File: config.mk
export PLATFORM = sky130hd
export DESIGN_NAME = neopixel_receiver
export DESIGN_NICKNAME = d
export VERILOG_FILES = /design/src/rtl/neopixel_receiver.sv
export SDC_FILE = /design/constraint.sdc
export NUM_CORES = 1
export LEC_CHECK = 0
export BUFFER_PORTS_ARGS = -buffer_cell sky130_fd_sc_hd__clkbuf_2
export CORE_UTILIZATION = 50
export CTS_CLUSTER_DIAMETER = 150
export DETAILED_ROUTE_END_ITERATION = 8
export PLACE_DENSITY = 0.68
export SYNTH_ARGS = -nofsm -noshare
export SYNTH_HDL_FRONTEND = slang
export SYNTH_SLANG_ARGS = --single-unit
File: constraint.sdc
create_clock -name CLOCK_50 -period 13.1 [get_ports CLOCK_50]
set_input_delay 1.31 -clock CLOCK_50 [delete_from_list [all_inputs] [get_ports CLOCK_50]]
set_output_delay 1.31 -clock CLOCK_50 [all_outputs]
set_load 0.01 [all_outputs]
File: src/rtl/neopixel_receiver.sv
// WS2812 single-wire stream decoder: classifies bits by high-pulse width, assembles
// GRB words into a shadow frame and commits it to a readable display on the latch gap.
module neopixel_receiver #(
  parameter int NUM_PIXELS  = 8,
  parameter int CLK_NS      = 20,
  parameter int THRESH_NS   = 525,
  parameter int MIN_HIGH_NS = 150,
  parameter int MAX_HIGH_NS = 1000,
  parameter int LATCH_NS    = 40000,
  localparam int PIX_W      = $clog2(NUM_PIXELS)
) (
  input  logic             CLOCK_50,
  input  logic             reset,
  input  logic             neopixel_data,
  input  logic [PIX_W-1:0] rd_pixel,
  output logic [7:0]       rd_red,
  output logic [7:0]       rd_green,
  output logic [7:0]       rd_blue,
  output logic             frame_done,
  output logic [PIX_W:0]   pixels_received,
  output logic             overflow,
  output logic             error
);

  localparam logic [15:0]  THRESH_C = 16'(THRESH_NS / CLK_NS);
  localparam logic [15:0]  MIN_C    = 16'(MIN_HIGH_NS / CLK_NS);
  localparam logic [15:0]  MAX_C    = 16'(MAX_HIGH_NS / CLK_NS);
  localparam logic [15:0]  LATCH_C  = 16'(LATCH_NS / CLK_NS);
  localparam logic [PIX_W:0] NUM_C  = (PIX_W + 1)'(NUM_PIXELS);

  typedef enum logic [1:0] {IDLE, HIGH, LOW, ERR} state_t;

  function automatic logic [15:0] sat_inc(input logic [15:0] v);
    return (v == 16'hFFFF) ? v : v + 16'd1;
  endfunction

  logic        data_p0, data_p1, data_p2;
  logic        rise, fall, s_edge;
  logic [15:0] run_cnt;

  state_t state, state_nxt;
  logic   shift_en, bit_val, commit, discard, err_det;

  logic [22:0]           word_sr;
  logic [23:0]           word_nxt;
  logic [4:0]            bit_pos;
  logic [PIX_W:0]        pix_idx;
  logic                  frame_ovf;
  logic [NUM_PIXELS-1:0] wr_mask;
  logic [23:0]           shadow  [NUM_PIXELS];
  logic [23:0]           display [NUM_PIXELS];
  logic [23:0]           rd_word;

  // Stage p0/p1: two-flop synchronizer (data_p1 is the decoded line); p2 is the
  // previous sample for edge detection. run_cnt holds the length of the run just
  // ended on an edge cycle, and (cycles held - 1) on every other cycle.
  always_ff @(posedge CLOCK_50 or posedge reset) begin
    if (reset) begin
      data_p0 <= 1'b0;
      data_p1 <= 1'b0;
      data_p2 <= 1'b0;
      run_cnt <= '0;
    end else begin
      data_p0 <= neopixel_data;
      data_p1 <= data_p0;
      data_p2 <= data_p1;
      run_cnt <= s_edge ? 16'd1 : sat_inc(run_cnt);
    end
  end

  assign rise   = data_p1 & ~data_p2;
  assign fall   = ~data_p1 & data_p2;
  assign s_edge = rise | fall;

  always_ff @(posedge CLOCK_50 or posedge reset) begin
    if (reset) state <= IDLE;
    else       state <= state_nxt;
  end

  always_comb begin
    state_nxt = state;
    shift_en  = 1'b0;
    bit_val   = 1'b0;
    commit    = 1'b0;
    discard   = 1'b0;
    err_det   = 1'b0;
    case (state)
      IDLE: if (rise) state_nxt = HIGH;
      HIGH: begin
        if (fall) begin
          if (run_cnt < MIN_C) begin
            state_nxt = ERR;
            err_det   = 1'b1;
          end else begin
            shift_en  = 1'b1;
            bit_val   = (run_cnt >= THRESH_C);
            state_nxt = LOW;
          end
        end else if (run_cnt >= MAX_C) begin
          state_nxt = ERR;
          err_det   = 1'b1;
        end
      end
      LOW: begin
        if (rise) begin
          state_nxt = HIGH;
        end else if (run_cnt == LATCH_C - 16'd1) begin
          state_nxt = IDLE;
          if (bit_pos == 5'd0 && (pix_idx != '0 || frame_ovf)) begin
            commit = 1'b1;
          end else begin
            discard = 1'b1;
            err_det = 1'b1;
          end
        end
      end
      ERR: begin
        if (!data_p1 && !s_edge && run_cnt == LATCH_C - 16'd1) begin
          state_nxt = IDLE;
          discard   = 1'b1;
        end
      end
      default: state_nxt = IDLE;
    endcase
  end

  assign word_nxt = {word_sr, bit_val};

  // Frame assembly into the shadow store; words past the last slot only set frame_ovf.
  always_ff @(posedge CLOCK_50 or posedge reset) begin
    if (reset) begin
      word_sr   <= '0;
      bit_pos   <= '0;
      pix_idx   <= '0;
      frame_ovf <= 1'b0;
      wr_mask   <= '0;
      for (int i = 0; i < NUM_PIXELS; i++) shadow[i] <= '0;
    end else if (commit || discard) begin
      word_sr   <= '0;
      bit_pos   <= '0;
      pix_idx   <= '0;
      frame_ovf <= 1'b0;
      wr_mask   <= '0;
    end else if (shift_en) begin
      word_sr <= word_nxt[22:0];
      if (bit_pos == 5'd23) begin
        bit_pos <= '0;
        if (pix_idx < NUM_C) begin
          shadow[pix_idx[PIX_W-1:0]]  <= word_nxt;
          wr_mask[pix_idx[PIX_W-1:0]] <= 1'b1;
          pix_idx                     <= pix_idx + (PIX_W + 1)'(1);
        end else begin
          frame_ovf <= 1'b1;
        end
      end else begin
        bit_pos <= bit_pos + 5'd1;
      end
    end
  end

  // Commit stage: only slots written this frame are copied, the rest keep old content.
  always_ff @(posedge CLOCK_50 or posedge reset) begin
    if (reset) begin
      frame_done      <= 1'b0;
      error           <= 1'b0;
      pixels_received <= '0;
      overflow        <= 1'b0;
      for (int i = 0; i < NUM_PIXELS; i++) display[i] <= '0;
    end else begin
      frame_done <= commit;
      error      <= err_det;
      if (commit) begin
        for (int i = 0; i < NUM_PIXELS; i++) begin
          if (wr_mask[i]) display[i] <= shadow[i];
        end
        pixels_received <= pix_idx;
        overflow        <= frame_ovf;
      end
    end
  end

  assign rd_word  = display[rd_pixel];
  assign rd_green = rd_word[23:16];
  assign rd_red   = rd_word[15:8];
  assign rd_blue  = rd_word[7:0];

endmodule

# Word level (Yosys, flattened, before mapping)
# Cells that the tools add are included.
# word_totals
register_bits	453
input_bits	6
out_inout_bits	31
elab_cells	144
# op_classes
n_addsub	3
order_cmp	9
eq_ne	12
n_mux	54
n_bitwise	9
reduce_logical	27
# op_table
cell	count
$bwmux W192	1
$bmux W24 S3	1
$demux W24 S3	1
$mux W24	3
$mux W23	2
$mux W16	2
$mux W8	4
$mux W1	23
$add A16 B1 Y16 const B	1
$eq A16 B11 Y1 const B	1
$eq A16 B16 Y1 const B	1
$ge A16 B5 Y1 const B	1
$ge A16 B6 Y1 const B	1
$lt A16 B3 Y1 const B	1
$mux W4	4
$reduce_and A2 Y1	8
$mux W5	3
$mux W2	6
$ge A4 B4 Y1 const B	2
$not A3 Y4	2
$or A8 B8 Y8	1
$pmux W2 S4	1
$reduce_and A4 Y1	2
$ne A2 B2 Y1 const B	3
other kinds (24)	39

# Logic depth before layout (Yosys ltp)
# Gate-level depths: netlist of run 1.
# depth
depth_word	11
mapped_depth	10
depth_no_buf	7

# Least setup slack after synthesis of run 1
# OpenSTA, ideal clock, no wires.
# synth_timing
path_type	input to output
startpoint	in rd_pixel[0]
endpoint	out rd_blue[4]
arrival_ps	3199
required_ps	11790
slack_ps	8591
stages	4
n_path_buf	2
path_cell_list	buf_1 buf_1 mux4_2 mux2_2
# synth_via
elab_chain_len	4
# synth_rtl
item	line_no	rtl
from (decl)	15	input logic [PIX_W-1:0] rd_pixel,
$not A3 Y4 (implied by the code)	182	assign rd_word = display[rd_pixel];
$bmux W24 S3	182	
$mux W24 (implied by the code) (2 in series)	182	
to (decl)	18	output logic [7:0] rd_blue,
# No other way between the ends. The select of a mux whose other input is x is not followed.

# Worst setup path after layout of run 1
# layout_timing
startpoint	in rd_pixel[0]
endpoint	out rd_green[7]
# layout_via
elab_chain_len	4
# layout_rtl
item	line_no	rtl
$not A3 Y4 (implied by the code)	182	
$bmux W24 S3	182	
$mux W24 (implied by the code) (2 in series)	182	
to (decl)	17	output logic [7:0] rd_green,
# No other way between the ends. The select of a mux whose other input is x is not followed.

==> results.yml, run 1 <==
synth:
  synth_common_cells: "453 x dfrtp_1, 339 x mux2_2, 68 x mux2_4"
  ys_seq_elements: 453
  synth_area_leader_cell: "dfrtp_1"
  synthesis.nets: 1280
  synth.avg_cell_area_sq_um: 15.5
  synth_cell_types: 57
  synth_cells: 1261
  yosysWarningCount: 0
  syn_area_sq_um: 19600
  ys_seq_area_share_pct: 57.8
  yosys.area.top_type_share_pct: 57.8
  synth_most_common_cell: "dfrtp_1"
  synth_enable_flop_cells: 0
  synthTopCellsByArea: "dfrtp_1 58%, mux2_2 19%, mux4_2 5.5%, mux2_4 5.2%, mux2i_1 1.4%"
  synthArstFlopShare_pct: 100
  ys.flop_type: "dfrtp_1"
placement:
  hpwl_um: 21800
  io_buffers: 36
  place.gp.congestion: 0.791
  post-place-ws_ps: 8560
  dp.cells: 1740
  place_area_sq_um: 20000
setup_path:
  cp.required_ps: 11790
  worstPathMaxFanout: 48
  start_kind: "input port"
  end_kind: "output pin"
  arrival_ps: 3160
  criticalPathCategory: "in2out"
  r2r_setup_slack_ps: 9500
power_and_ir_drop:
  peakVddDrop_uv: 114
  pwr-share-seq_pct: 49.5
  pwr-share-comb_pct: 3.7
  p_int_mw: 2.25
  power_frac_clock_pct: 46.9
  power.density_nw_per_um2: 133
  p_sw_share_pct: 21.5
  p_sw_mw: 0.615
  total_power_mw: 2.86
  p_leak_nw: 10.9
worst_hold_path:
  hold_class: "reg2reg"
final_layout:
  fin_cells: 1822
  fin_nets: 1290
  synthToLayoutAreaGrowth_pct: 10.1
  diodes: 0
  fin_area_sq_um: 21600
  final_util_pct: 55.9
  drive_above_1_share_pct: 46.0
clock_tree:
  cts_tree: "done"
  postCtsSetupRepairBufs: 0
  cts_root_buf: "clkbuf_16"
  clk_pin_slew_ps: 60
  cts_max_path_buffers: 3
  numCtsBuffers: 47
  clkLatencyLatePin_ps: 570
  cts_hold_buf: 0
  cts_sinks: 453
  ctsResizeCount: 0
  h-tree-depth: 2
grt:
  grt_busiest_layer: "met2"
  antenna_found_initial: 0
  grtUsageMet3_pct: 2.84
  grtUsageMet2_pct: 34.4
  grt_max_degree: 179
  grt_pass1_wl_um: 64500
  use_met1_pct: 31.2
  first_global_vias: 10900
  gr-usage-all-layers_pct: 21.6
  grt-ovfl-total: 0
routing:
  ant_nets: 0
  routed_via_density: 5.63
  avgRoutedWirePerCell_um: 22.0
  via_count: 10300
  totalWireLength_um: 40100
  drtPass1Iterations: 4
  drc_errors: 0
  drt-initial-drc-count: 592
die:
  fp.dieH_um: 200
  dieArea_sq_um: 40000
  core-area_sq_um: 38600
  chipWidth_um: 200
  num_rows: 72
  io_pins: 37
  start_util_pct: 50.7
sta:
  worstMarginPinSlew_ps: 1110
  period_share_pct: 34.1
  setup_ws_ps: 8630
  rsz0062_at_grt: "false"
  setup_viol: 0
  holdWs_ps: 364
  finClkSkew_ps: 15.5
  max-slew-margin-rel_pct: 25.4
  slew_viol_final: 0
  fin_tns_setup_ps: 0
  period_minus_slack_ps: 4470
  hold_viol: 0
  max_freq_mhz: 224
run:
  drv_cap: 0
run_status:
  status: "finished clean"
final timing paths:
kind	start	to	depth (start not counted)
max	rd_pixel[0]	rd_green[7]	4
min	data_p0$_DFF_PP0_	data_p1$_DFF_PP0_	0
max reg2reg	data_p1$_DFF_PP0_	shadow[39]$_DFFE_PP0P_	7
min reg2reg	data_p0$_DFF_PP0_	data_p1$_DFF_PP0_	0
max in group asynchronous	reset	shadow[154]$_DFFE_PP0P_	4
min in group asynchronous	reset	shadow[60]$_DFFE_PP0P_	3
per-layer routing:
metal  vias up  wire length (um)
li1       4546                 -
met1      5520             19100
met2       140             19100
met3        55              1180
met4         0               738
met5         -                 0
worst max-delay path, stage by stage:
cell      delay [ps]
buf_4            770
mux4_2           610
mux2_2           300
clkbuf_2         140
logic make-up after synthesis:
logic type               after synthesis  share of synthesized area, %
XOR/XNOR                              13                         0.581
multiplexers                         489                          32.0
AND/OR/NAND/NOR                      140                          4.07
buffers and inverters                106                          2.97
AO/OA/AOI/OAI                         47                          1.74
adder cells (fa/ha/maj)               13                         0.830
flip-flops                           453                          57.8
state kept, by name, indices dropped and copies added, names as in the netlist, 2 cells and up:
name and count:
display 192, pixels_received 4, shadow 192, bit_pos 5, pix_idx 4, state 2
word_sr 23, run_cnt 16, wr_mask 8
power by group through the flow:
stage | Combinational, mW | Clock [mW] | Sequential (mW)
after floorplan | 0.0842 | 0 | 1.44
after global placement | 0.105 | 0 | 1.44
after detailed placement | 0.107 | 0 | 1.44
after global routing | 0.121 | 1.43 | 1.42
after CTS | 0.108 | 1.37 | 1.42
final | 0.105 | 1.34 | 1.42
layout by cell type (no fill, tap or decap), types with 4 or more instances in the layout:
cell,n
ha_1,13
a31oi_1,5
clkbuf_8,8
dfrtp_1,453
mux2_4,68
mux2_2,339
clkbuf_2,35
nand3_1,7
a211oi_1,7
mux4_2,48
mux2_1,6
a21oi_1,15
and3_1,5
nand4_1,4
nand3_2,4
nand2b_1,4
clkbuf_16,49
nand2_2,5
clkinv_2,6
nor2_1,62
inv_1,18
mux2i_1,28
buf_4,12
nand2_1,14
or4_1,5
bufinv_16,4
xnor2_1,12
clkbuf_1,13
nor3_1,4
final cells by class:
| type | count | area [sq um] |
|---|---|---|
| multi-input combinational | 702 | 7690 |
| timing repair buffer | 48 | 285 |
| inverter | 19 | 75.1 |
| clock buffer | 70 | 1390 |
| tap | 518 | 648 |
| fill | 3033 | 17100 |
| clock inverter | 12 | 165 |
| sequential | 453 | 11300 |
No activity file was read; power rests on OpenSTA's default activity.
==> inputs of run 2 (changes only) <==
ABC_AREA = 1   (was default)
clock period = 3.8 ns   (was 13.1 ns; I/O delays follow)
==> run 2 against run 1 <==
Net effect:
- sequential share of layout area fell by 3.0 points
- die area is 5.7% higher
- clock skew grew 12 ps
- utilization increased by 0.22 points
- clock power grew to 3.4 times the previous value
- sequential power grew to 3.5 times the previous value
- register-to-register slack lost 8300 ps
- total power rose to 3.5 times the previous value
==> results.yml, run 2 <==
run_status:
  status: "finished clean"
setup_path:
  cp_slowest_cell: "nand3_2"
  r2r_setup_slack_ps: 1250
  start_kind: "flip-flop"
  path_common_cell: "nand2_1"
  worstPathMaxFanout: 30
  criticalPathCategory: "reg2reg"
  arrival_ps: 3000
  r2r-start: "run_cnt[0]$_DFFE_PP0P_"
  end_kind: "flip-flop"
  worstRegToRegCells: 11
  slowest_delay_ps: 590
  r2r_end: "shadow[43]$_DFFE_PP0P_"
  crit_chain: "ha_1, nand2_1, nand2_1, nor2_1, nand2_1, nand3_1, buf_4, nor2_4, nand3_2, nand2_1, nand2_1"
  cp.required_ps: 4250
grt:
  grt_pass1_wl_um: 85600
  grt_max_degree: 114
  grt-ovfl-total: 0
  first_global_vias: 15900
  antenna_found_initial: 0
  gr-usage-all-layers_pct: 26.0
die:
  dieArea_sq_um: 42300
  start_util_pct: 50.8
  chipWidth_um: 206
  io_pins: 37
  core-area_sq_um: 40800
  fp.dieH_um: 206
  num_rows: 74
power_and_ir_drop:
  peakVddDrop_uv: 413
  p_leak_nw: 14.2
  power.density_nw_per_um2: 438
  total_power_mw: 10.0
final_layout:
  most-common-layout-cells: "705 x nand2_1, 453 x dfrtp_1, 440 x inv_1"
  synthToLayoutAreaGrowth_pct: 10.5
  top_regs: "display: 192 flops, shadow: 192 flops, word_sr: 23 flops"
  fin_cells: 3131
  drive_above_1_share_pct: 7.00
  fillers: 3753
  fin_nets: 2584
  diodes: 0
  final_common_cell: "nand2_1"
sta:
  finClkSkew_ps: 27.1
  worstMarginPinSlew_ps: 851
  slew_viol_final: 0
  rsz0062_at_grt: "false"
  period_share_pct: 67.1
  max_freq_mhz: 392
  max-slew-margin-rel_pct: 43.2
  period_minus_slack_ps: 2550
  setup_viol: 0
  hold_viol: 0
routing:
  ant_nets: 0
  drt-initial-drc-count: 1495
  drtPass1Iterations: 6
  routed_via_density: 5.24
  via_count: 16400
  drc_errors: 0
  avgRoutedWirePerCell_um: 16.8
  totalWireLength_um: 52700
worst_hold_path:
  hold_class: "reg2reg"
  holdPathEnd: "data_p1$_DFF_PP0_"
  hp-start: "data_p0$_DFF_PP0_"
  min_path_cells: 0
synth:
  synthTopCellsByArea: "dfrtp_1 55%, nand2_1 13%, inv_1 8.0%, o21ai_0 6.8%, nand3_1 6.4%"
  ys_seq_elements: 453
  synth_xor_area_share_pct: 0.127
  synthArstFlopShare_pct: 100
  yosys.area.top_type_share_pct: 54.7
  synth.avg_cell_area_sq_um: 7.99
  synthMuxAreaShare_pct: 0
  synth_area_leader_cell: "dfrtp_1"
  yosysWarningCount: 0
  synth_most_common_cell: "nand2_1"
  syn_area_sq_um: 20700
  ys_seq_area_share_pct: 54.7
  synth_enable_flop_cells: 0
  synth_top_family_by_area: "simple AND/OR/NAND/NOR gates"
  synth-simple-area-share_pct: 21.1
  synth_cells: 2595
  synth_cell_types: 35
  synth_compound_area_share_pct: 11.3
  ys.flop_type: "dfrtp_1"
  synth_fa_ha_area_share_pct: 0.785
  synth_common_cells: "705 x nand2_1, 453 x dfrtp_1, 442 x inv_1"
  synthesis.nets: 2614
placement:
  dp.cells: 3044
  hpwl_um: 31600
  place.gp.congestion: 0.852
  io_buffers: 36
clock_tree:
  numCtsBuffers: 49
  cts_max_path_buffers: 3
  postCtsSetupRepairBufs: 0
  ctsResizeCount: 0
  clkLatencyLatePin_ps: 590
  cts_root_buf: "clkbuf_16"
  h-tree-depth: 2
  cts_tree: "done"
  cts_sinks: 453
  clk_pin_slew_ps: 60
run:
  drv_cap: 0
## run 2: cell count changes after synthesis, sizes merged, moves of 19 or more
cell	delta
a31oi	+19
mux4	-48
inv	+427
o21ai	+309
clkbuf	+56
mux2i	-28
nand3	+253
a21oi	+100
buf	+23
nand2	+689
mux2	-413
## run 2: final cells by class
type,instances,area [sq um],area share (%)
Sequential cell,453,11300,49.5
Multi-Input combinational cell,1528,6970,30.4
Clock inverter,8,48.8,0.213
Tap cell,532,666,2.91
Timing Repair Buffer,85,693,3.03
Clock buffer,77,1500,6.57
Inverter,448,1690,7.36
## run 2: what timing repair did
action,CTS,global route
hold buffers,2,0
endpoints found under the hold margin,23,0
setup endpoints to repair,0,0
## run 2: logic make-up after synthesis
logic type               after synthesis
AND/OR/NAND/NOR                     1053
flip-flops                           453
adder cells (fa/ha/maj)               13
XOR/XNOR                               3
buffers and inverters                614
AO/OA/AOI/OAI                        459
## run 2: worst max path at each step
stage | from | to | slack [ps] | cells after the start
4_1_cts | pix_idx[1]$_DFFE_PP0P_ | display[177]$_DFFE_PP0P_ | 1210 | 9
2_1_floorplan | reset | bit_pos[0]$_DFFE_PP0P_ | -2710 | 1
5_1_grt | run_cnt[0]$_DFFE_PP0P_ | wr_mask[6]$_DFFE_PP0P_ | 980 | 10
3_5_place_dp | pix_idx[1]$_DFFE_PP0P_ | display[177]$_DFFE_PP0P_ | 1280 | 9
6_report | run_cnt[0]$_DFFE_PP0P_ | shadow[43]$_DFFE_PP0P_ | 1250 | 11
3_3_place_gp | run_cnt[0]$_DFFE_PP0P_ | shadow[24]$_DFFE_PP0P_ | 1320 | 11
## run 2: through the flow
stage                     hold WS, ps  utilization, %  setup TNS, ps  setup slack [ps]  instance area [sq um]
after floorplan                   331               -       -1226310             -2710                  20700
after global placement            335            52.2              0              1320                  21300
after detailed placement          339            52.2              0              1280                  21300
after CTS                         351            56.1              0              1210                  22900
after global routing              353            56.1              0               984                  22900
final                             348            56.1              0              1250                  22900
## run 2: report_power, final
part / leakage (nW) / switching (mW) / internal, mW
logic: 7.07 / 0.369 / 0.154
registers: 6.32 / 0.0487 / 4.86
clock network: 0.762 / 1.91 / 2.70
## run 2: worst max-delay path, delay by kind of cell (launching register included)
kind | cells | cell delay [ps]
AND/OR/NAND/NOR | 9 | 1530
flip-flops | 1 | 420
buffers and inverters | 1 | 250
adder cells (fa/ha/maj) | 1 | 190
## run 2: layer usage
metal  share of wire (%)  wire length [um]  vias to the layer above  global-route usage [%]
met1                  44             23100                     7809                    34.8
li1                    -                 -                     8016                       -
met4                 3.3              1760                        0                    9.47
met5                   0                 0                        -                       0
met2                  47             24600                      481                    42.6
met3                 6.0              3180                      110                    4.28
==> inputs of run 3 (changes only) <==
clock period = 2.2 ns   (was 3.8 ns; I/O delays follow)
==> run 3 against run 2 <==
Net effect:
- worst hold slack worse by 190 ps
- sequential cell count unchanged
- critical endpoint is now rd_blue[1]
- critical path type is now reg2out
- cell count is 0.80% higher
- non-clock buffer count rose by 22
- clock power is 82% higher
- highest routed layer unchanged
==> results.yml, run 3 (synthesized netlist as in run 2, its figures left out) <==
grt:
  gr-usage-all-layers_pct: 26.5
  grt_pass1_wl_um: 86800
  grt-ovfl-total: 0
  first_global_vias: 16100
  grt_max_degree: 91
  antenna_found_initial: 0
die:
  fp.dieH_um: 206
  core-area_sq_um: 40800
  dieArea_sq_um: 42300
  start_util_pct: 50.8
  chipWidth_um: 206
  num_rows: 74
  io_pins: 37
setup_path:
  end_kind: "output pin"
  arrival_ps: 1860
  cp.required_ps: 1980
  r2r_setup_slack_ps: 160
  r2r_end: "display[0]$_DFFE_PP0P_"
  criticalPathCategory: "reg2out"
  start_kind: "flip-flop"
  r2r-start: "bit_pos[0]$_DFFE_PP0P_"
  worstPathMaxFanout: 2
  worstRegToRegCells: 11
routing:
  drtPass1Iterations: 8
  drt-initial-drc-count: 1408
  totalWireLength_um: 53600
  ant_nets: 0
  drc_errors: 0
  routed_via_density: 5.23
  via_count: 16500
  avgRoutedWirePerCell_um: 17.0
placement:
  hpwl_um: 31900
  io_buffers: 36
  post-place-ws_ps: 102
  place.gp.congestion: 0.826
  place_area_sq_um: 21800
sta:
  rsz0062_at_grt: "true"
  period_minus_slack_ps: 2080
  finClkSkew_ps: 21.8
  setup_ws_ps: 118
  period_share_pct: 94.6
  max_freq_mhz: 480
  setup_viol: 0
  slew_viol_final: 0
  hold_viol: 0
  max-slew-margin-rel_pct: 62.9
  worstMarginPinSlew_ps: 557
clock_tree:
  cts_sinks: 453
  cts_root_buf: "clkbuf_16"
  cts_tree: "done"
  clk_pin_slew_ps: 60
  cts_max_path_buffers: 3
  h-tree-depth: 2
  clkLatencyLatePin_ps: 600
  numCtsBuffers: 48
final_layout:
  synthToLayoutAreaGrowth_pct: 13.5
  most-common-layout-cells: "704 x nand2_1, 453 x dfrtp_1, 440 x inv_1"
  top_regs: "display: 192 flops, shadow: 192 flops, word_sr: 23 flops"
  final_util_pct: 57.6
  fin_nets: 2606
  diodes: 0
  fin_area_sq_um: 23500
  final_common_cell: "nand2_1"
  drive_above_1_share_pct: 8.19
power_and_ir_drop:
  total_power_mw: 17.8
  power.density_nw_per_um2: 758
  peakVddDrop_uv: 715
  p_leak_nw: 14.4
worst_hold_path:
  hold_class: "in2async"
run_status:
  status: "finished clean"
run:
  drv_cap: 0
run 3: changes by cell type in the layout (fill, tap and decap cells not counted), moves of 5 or more:
cell	change
bufinv_16	+5
buf_12	+26
buf_4	-5
o21ai_0	-49
o21ai_1	+49
run 3: metrics by stage:
step	hold WS, ps	setup TNS, ps	std cells
2_1_floorplan	251	-1878630	2595
3_3_place_gp	210	0	3063
3_5_place_dp	207	0	3063
4_1_cts	134	0	3152
5_1_grt	161	-8.46	3156
6_report	153	0	3156
run 3: worst max-delay path by stage:
stage                                        from                       end  slack [ps]
after global routing       bit_pos[0]$_DFFE_PP0P_   shadow[158]$_DFFE_PP0P_          -6
after global placement     run_cnt[1]$_DFFE_PP0P_  display[106]$_DFFE_PP0P_         200
after detailed placement   run_cnt[1]$_DFFE_PP0P_  display[108]$_DFFE_PP0P_         100
after floorplan                             reset    bit_pos[0]$_DFFE_PP0P_       -4150
final                     display[49]$_DFFE_PP0P_                rd_blue[1]         120
after CTS                 display[48]$_DFFE_PP0P_                rd_blue[0]          20
run 3: layout make-up:
cell class,count,area (sq um)
well taps,532,666
inverters,448,1690
repair buffers,107,1190
clock buffers,71,1400
clock inverters,16,240
fillers,3643,17300
multi-input cells,1529,7010
flip-flops and latches,453,11300
run 3: metal layers:
layer | track usage, % | share of wire (%)
met1 | 35.6 | 44
met2 | 43.6 | 48
met3 | 3.33 | 5.3
met4 | 10.1 | 3.2
met5 | 0 | 0
run 3: where the power goes:
| group | switching [mW] | internal [mW] | total (mW) |
|---|---|---|---|
| logic | 0.673 | 0.300 | 0.972 |
| clock network | 3.39 | 5.00 | 8.39 |
| registers | 0.0832 | 8.39 | 8.47 |
run 3: timing repair:
item                       4_1_cts  5_1_grt
hold buffers                     2        0
setup endpoints to repair        0      228
resized for setup                0       59
hold endpoints to repair        37        0
buffers inserted                 0        3
run 3: worst max-delay path, cell delays in order (launching register included):
cell	delay, ps
dfrtp_1	330
inv_1	50
a21oi_1	100
o21ai_0	110
nand2_1	190
nor2_1	60
a31oi_1	260
clkbuf_2	190
